===== src/rtl/serial_subtractor.sv =====
// serial_subtractor
//   Bit-serial unsigned subtractor: out_diff = (in_a - in_b) mod 2^WIDTH,
//   computed LSB first, one bit per clock, through a single full-subtractor
//   cell with a borrow flop. Operands are taken on a valid/ready handshake
//   and the result is held until the consumer acknowledges it.
//
// Ports
//   clk        clock, rising edge
//   rst_n      asynchronous active-low reset
//   in_valid   upstream offers an operand pair
//   out_ready  block can accept (IDLE only)
//   in_a       minuend, sampled on the accept edge
//   in_b       subtrahend, sampled on the accept edge
//   out_valid  result available (DONE only)
//   in_ack     downstream has taken the result
//   out_diff   difference modulo 2^WIDTH
//   out_borrow 1 when in_a < in_b (unsigned)
module serial_subtractor #(
   parameter int WIDTH = 8
) (
   input  logic             clk,
   input  logic             rst_n,
   input  logic             in_valid,
   output logic             out_ready,
   input  logic [WIDTH-1:0] in_a,
   input  logic [WIDTH-1:0] in_b,
   output logic             out_valid,
   input  logic             in_ack,
   output logic [WIDTH-1:0] out_diff,
   output logic             out_borrow
);

   localparam int CW = $clog2(WIDTH + 1);

   typedef enum logic [1:0] {
      IDLE = 2'd0,
      RUN  = 2'd1,
      DONE = 2'd2
   } state_t;

   state_t           state, state_next;
   logic [WIDTH-1:0] sa, sb, res, res_next;
   logic [CW-1:0]    cnt;
   logic             br, br_next, d;
   logic             accept, last;

   // Full-subtractor cell on the current LSBs.
   always_comb begin
      d        = sa[0] ^ sb[0] ^ br;
      br_next  = (~sa[0] & sb[0]) | (~(sa[0] ^ sb[0]) & br);
      // Shift-right with the new bit entering the MSB; written this way so
      // it also holds for WIDTH = 1, where there is no upper slice.
      res_next            = res >> 1;
      res_next[WIDTH-1]   = d;
   end

   assign last   = (cnt == CW'(WIDTH - 1));
   assign accept = in_valid & (state == IDLE);

   // Handshake outputs decode from registered state only.
   assign out_ready = (state == IDLE);
   assign out_valid = (state == DONE);

   always_ff @(posedge clk or negedge rst_n) begin
      if (!rst_n) state <= IDLE;
      else        state <= state_next;
   end

   always_comb begin
      state_next = state;
      case (state)
         IDLE:    if (in_valid) state_next = RUN;
         RUN:     if (last)     state_next = DONE;
         DONE:    if (in_ack)   state_next = IDLE;
         default:               state_next = IDLE;
      endcase
   end

   always_ff @(posedge clk or negedge rst_n) begin
      if (!rst_n) begin
         sa         <= '0;
         sb         <= '0;
         res        <= '0;
         br         <= 1'b0;
         cnt        <= '0;
         out_diff   <= '0;
         out_borrow <= 1'b0;
      end else if (accept) begin
         sa  <= in_a;
         sb  <= in_b;
         res <= '0;
         br  <= 1'b0;
         cnt <= '0;
      end else if (state == RUN) begin
         sa  <= sa >> 1;
         sb  <= sb >> 1;
         res <= res_next;
         br  <= br_next;
         // Counter reaches WIDTH at most, which fits in CW bits.
         cnt <= cnt + 1'b1;
         if (last) begin
            out_diff   <= res_next;
            out_borrow <= br_next;
         end
      end
   end

endmodule

===== config.mk =====
export PLATFORM = sky130hd
export DESIGN_NAME = serial_subtractor
export DESIGN_NICKNAME = d
export VERILOG_FILES = /design/src/rtl/serial_subtractor.sv
export SDC_FILE = /design/constraint.sdc
export NUM_CORES = 1
export LEC_CHECK = 0
export ABC_CLOCK_PERIOD_IN_PS = 4500
export CELL_PAD_IN_SITES_DETAIL_PLACEMENT = 1
export CELL_PAD_IN_SITES_GLOBAL_PLACEMENT = 2
export CORE_ASPECT_RATIO = 0.5
export CORE_MARGIN = 4
export CORE_UTILIZATION = 35
export CTS_BUF_LIST = sky130_fd_sc_hd__clkbuf_16
export CTS_CLUSTER_DIAMETER = 80
export DETAILED_ROUTE_END_ITERATION = 12
export PLACE_DENSITY_LB_ADDON = 0.1
export SLEW_MARGIN = 20
export SYNTH_ARGS = -nofsm -noshare
export SYNTH_HDL_FRONTEND = slang
export SYNTH_SLANG_ARGS = --single-unit

===== constraint.sdc =====
create_clock -name clk -period 4.5 [get_ports clk]
set_input_delay 1.35 -clock clk [delete_from_list [all_inputs] [get_ports clk]]
set_output_delay 1.35 -clock clk [all_outputs]
set_load 0.03 [all_outputs]

==> Word-level counts from Yosys, hierarchy flattened <==
Index checks and enable logic that the tools add are counted.
W data, S select, Z words.
{ "totals": {"regBits": 40, "latch_bits": 0, "ram_bits": 0, "mem_bits_ro": 0, "in_bits": 20, "out_inout_bits": 11, "elab_cells": 42, "mem_count": 0} }
{ "classes": {"add_sub_neg": 1, "mul": 0, "n_div": 0, "n_lt_le_gt_ge": 0, "n_eq_ne": 6, "n_shift": 0, "muxes": 14, "n_bitwise": 9, "n_reduce_logical": 4} }
{ "ops": {"columns": ["cell", "count"], "rows": [
  ["$mux W8", 6],
  ["$mux W4", 2],
  ["$mux W2", 3],
  ["$pmux W2 S3", 1],
  ["$reduce_and A3 Y1", 2],
  ["$add A4 B1 Y4 const B", 1],
  ["$eq A4 B3 Y1 const B", 1],
  ["$ne A2 B2 Y1 const B", 2],
  ["$and A1 B1 Y1", 3],
  ["$not A1 Y1", 3],
  ["$eq A2 B1 Y1 const B", 1],
  ["$eq A2 B2 Y1 const B", 1],
  ["$logic_not A2 Y1", 1],
  ["$mux W1", 2],
  ["$ne A2 B1 Y1 const B", 1],
  ["$reduce_bool A2 Y1", 1],
  ["$xor A1 B1 Y1", 2],
  ["$or A1 B1 Y1", 1]
]} }

==> Longest topological paths before layout <==
{ "depth": {"ltp_word": 6, "depth_mapped": 5, "depth_no_buf": 4} }

==> Worst setup path before layout <==
No wires, ideal clock.
{ "synth_path": {"kind": "register -> output", "startpoint": "register state[1]", "endpoint": "output out_valid", "arrival_time_ns": 0.945, "t_required_ns": 3.150, "slack_ns": 2.205, "path_stages_with_launch": 2, "n_path_buf": 0, "cell_sequence": "dfrtp_1 -> nor2b_1"} }
{ "synth_via": {"elab_chain_len": 1} }
{ "synth_lines": {"columns": ["item", "line", "rtl"], "rows": [
  ["start: declaration", "41", "state_t state, state_next;"],
  ["start signal: assignment", "66", "else state <= state_next;"],
  ["$eq A2 B2 Y1", "62", "assign out_valid = (state == DONE);"],
  ["end: declaration", "27", "output logic out_valid,"]
]} }
Every way passes these cells.

==> Worst setup path in the final report <==
Ends and elaborated chain as after synthesis.

==> results.cfg <==
[clocking]
clkLatencyLatePin_ns = 0.28
cts_buffers = 5
htree_levels = 2
cts_tree = done
cts.sinks = 39
root_buffer = clkbuf_16
postCtsHoldBufs = 0
post_cts_buffers = 0
cts_resized = 0
clk_path_buf_depth = 2
clk_pin_slew_worst_paths_ns = 0.06

[synth]
synth-seq-cells = 39
ys_seq_area_share_pct = 57.8
async_flop_share_pct = 100
synth_edf_count = 0
yosys_warnings = 0
syn_avg_cell_area_um2 = 10.9
synthDistinctLibCells = 26
postSynthCellCount = 155
synth-main-ff-cell = dfrtp_1
syn_nets = 177
netlist_area_um2 = 1690

[timing]
fin_tns_setup_ns = 0
fin_crit_sh_pct = 67.5
setup_viol = 0
rsz0062_at_grt = no
fmax_mhz = 329
slew_violations = 0
layout_min_cycle_time_ns = 3.04
worst_pin_slew_ns = 0.857
relSlewSlack_pct = 42.9
hold_viol = 0
worst_clock_skew_ns = 0.00349

[global_routing]
grt_max_degree = 40
antenna_found_initial = 0
track_usage_pct = 12.8
grt_pass1_wl_mm = 6.09
overflow = 0
grt_pass1_vias = 1273

[routing]
met3_length_um = 247
firstDrtPassIters = 4
drt-initial-drc-count = 41
post-route-drc-count = 0
avgRoutedWirePerCell_um = 13.7
wl_met2_mm = 1.54
top_layer = met4
met1_length_mm = 1.65
wl_mm = 3.46
vias = 1224
vias_per_cell = 4.86
postRouteAntennaNets = 0

[placed_design]
dp_hpwl_mm = 2.21
portBuffers = 30
gp_congestion = 0.663

[setup_path]
worstSetupPathType = flip-flop to primary output
worstPathArrival_ns = 1.69
reg2regPathDepth = 3
path_max_fanout = 7
slowest_stage = clkdlybuf4s50_1
crit_required_ns = 3.15
path_cells = nor2b_1 -> clkdlybuf4s50_1
max_stage_delay_ns = 0.69
cp-end-kind = primary output
start_kind = flip-flop

[flow_run]
maxCapViolCount = 0

[finish]
multi_input_area_um2 = 649
drive_above_1_share_pct = 10.8
antenna-diode-count = 0
regArea_um2 = 976
final_nets = 207
final_core_util_pct = 47.7
final_cell_mix = 50 x nand2_1, 39 x dfrtp_1, 29 x clkdlybuf4s50_1
fillers = 508
syn_to_final_growth_pct = 28.1
final_common_cell = nand2_1

[die]
start_util_pct = 37.3
dieArea_um2 = 6070
core_area_um2 = 4530
die-height_um = 57.1
ios = 31
row_count = 17
die_w_um = 106

[worst_hold_path]
whs_path_depth = 2
hold_class = flip-flop to flip-flop

[pwr]
p_leak_nw = 1.00
ir_drop_v = 0.000218
power_density_nw_per_um2 = 680

[run_status]
status = finished, final reports clean
Yosys cell counts (all sizes together) (2+ instances only):
master / n / area (um2)
nand3b: 2 / 15.0
buf: 7 / 52.6
o21ai: 12 / 60.1
mux2: 8 / 120
nand2: 50 / 188
dfrtp: 39 / 976
nand2b: 2 / 12.5
nor2b: 3 / 26.3
inv: 4 / 15.0
mux2i: 2 / 20.0
a22oi: 14 / 105
worst max-delay path: cells and delay by family, from the launching register on:
| family | cells | cell delay [ns] |
|---|---|---|
| buffers and inverters | 1 | 0.69 |
| AND/OR/NAND/NOR | 1 | 0.22 |
| flip-flops | 1 | 0.49 |
logic make-up (layout without fill, tap and decap cells):
| family | after synthesis | count (layout) | share of synthesized area (%) |
|---|---|---|---|
| fa+ha+maj | 2 | 2 | 1.93 |
| buf+inv | 12 | 43 | 4.22 |
| mux | 10 | 10 | 8.30 |
| simple gates | 62 | 62 | 16.4 |
| flops | 39 | 39 | 57.8 |
| compound gates | 30 | 30 | 11.3 |
final timing paths:
check / startpoint / slack (ns) / to
max in group asynchronous: rst_n / 2.78 / sb[5]$_DFFE_PN0P_
min in group asynchronous: rst_n / 1.18 / out_diff[0]$_DFFE_PN0P_
worst max register to register: state[0]$_DFFE_PN0P_ / 2.58 / out_diff[7]$_DFFE_PN0P_
worst min register to register: sa[3]$_DFFE_PN0P_ / 0.48 / sa[3]$_DFFE_PN0P_
worst min-delay path: sa[3]$_DFFE_PN0P_ / 0.48 / sa[3]$_DFFE_PN0P_
worst max-delay path: state[1]$_DFFE_PN0P_ / 1.46 / out_valid
sequential cells by signal, summed over array words and instances, names as in the netlist:
name        cells
out_borrow      1
out_diff        8
sa              8
res             7
sb              8
cnt             4
br              1
state           2
per-layer routing:
layer	GRT usage, %	vias up
li1	-	580
met1	16.1	607
met2	20.0	33
met3	5.65	4
met4	4.43	0
met5	0	-
per-stage QoR:
| step | cell area (um2) | hold slack [ns] | total power [W] | setup WS (ns) | instances |
|---|---|---|---|---|---|
| 3_3_place_gp | 2020 | 0.459 | 0.00113 | 1.51 | 244 |
| 6_report | 2160 | 0.480 | 0.00147 | 1.46 | 252 |
| 3_5_place_dp | 2020 | 0.468 | 0.00116 | 1.47 | 244 |
| 4_1_cts | 2160 | 0.481 | 0.00150 | 1.42 | 252 |
| 5_1_grt | 2160 | 0.512 | 0.00159 | 1.35 | 252 |
| 2_1_floorplan | 1690 | 0.446 | 0.000975 | 2.20 | 155 |
power breakdown:
part / switching (W) / internal, W / leakage, nW
combinational: 0.000299 / 0.000244 / 0.433
clock: 0.000131 / 0.000199 / 0.0701
sequential: 0.0000987 / 0.000497 / 0.501
total: 0.000529 / 0.000941 / 1.00
cell type report:
type | count | area share, %
multi-input cells | 104 | 30.0
well taps | 66 | 3.82
inverters | 4 | 0.694
flip-flops and latches | 39 | 45.1
clock buffers | 5 | 5.79
repair buffers | 31 | 14.0
clock inverters | 3 | 0.521
(Power assumes the default switching activity.)
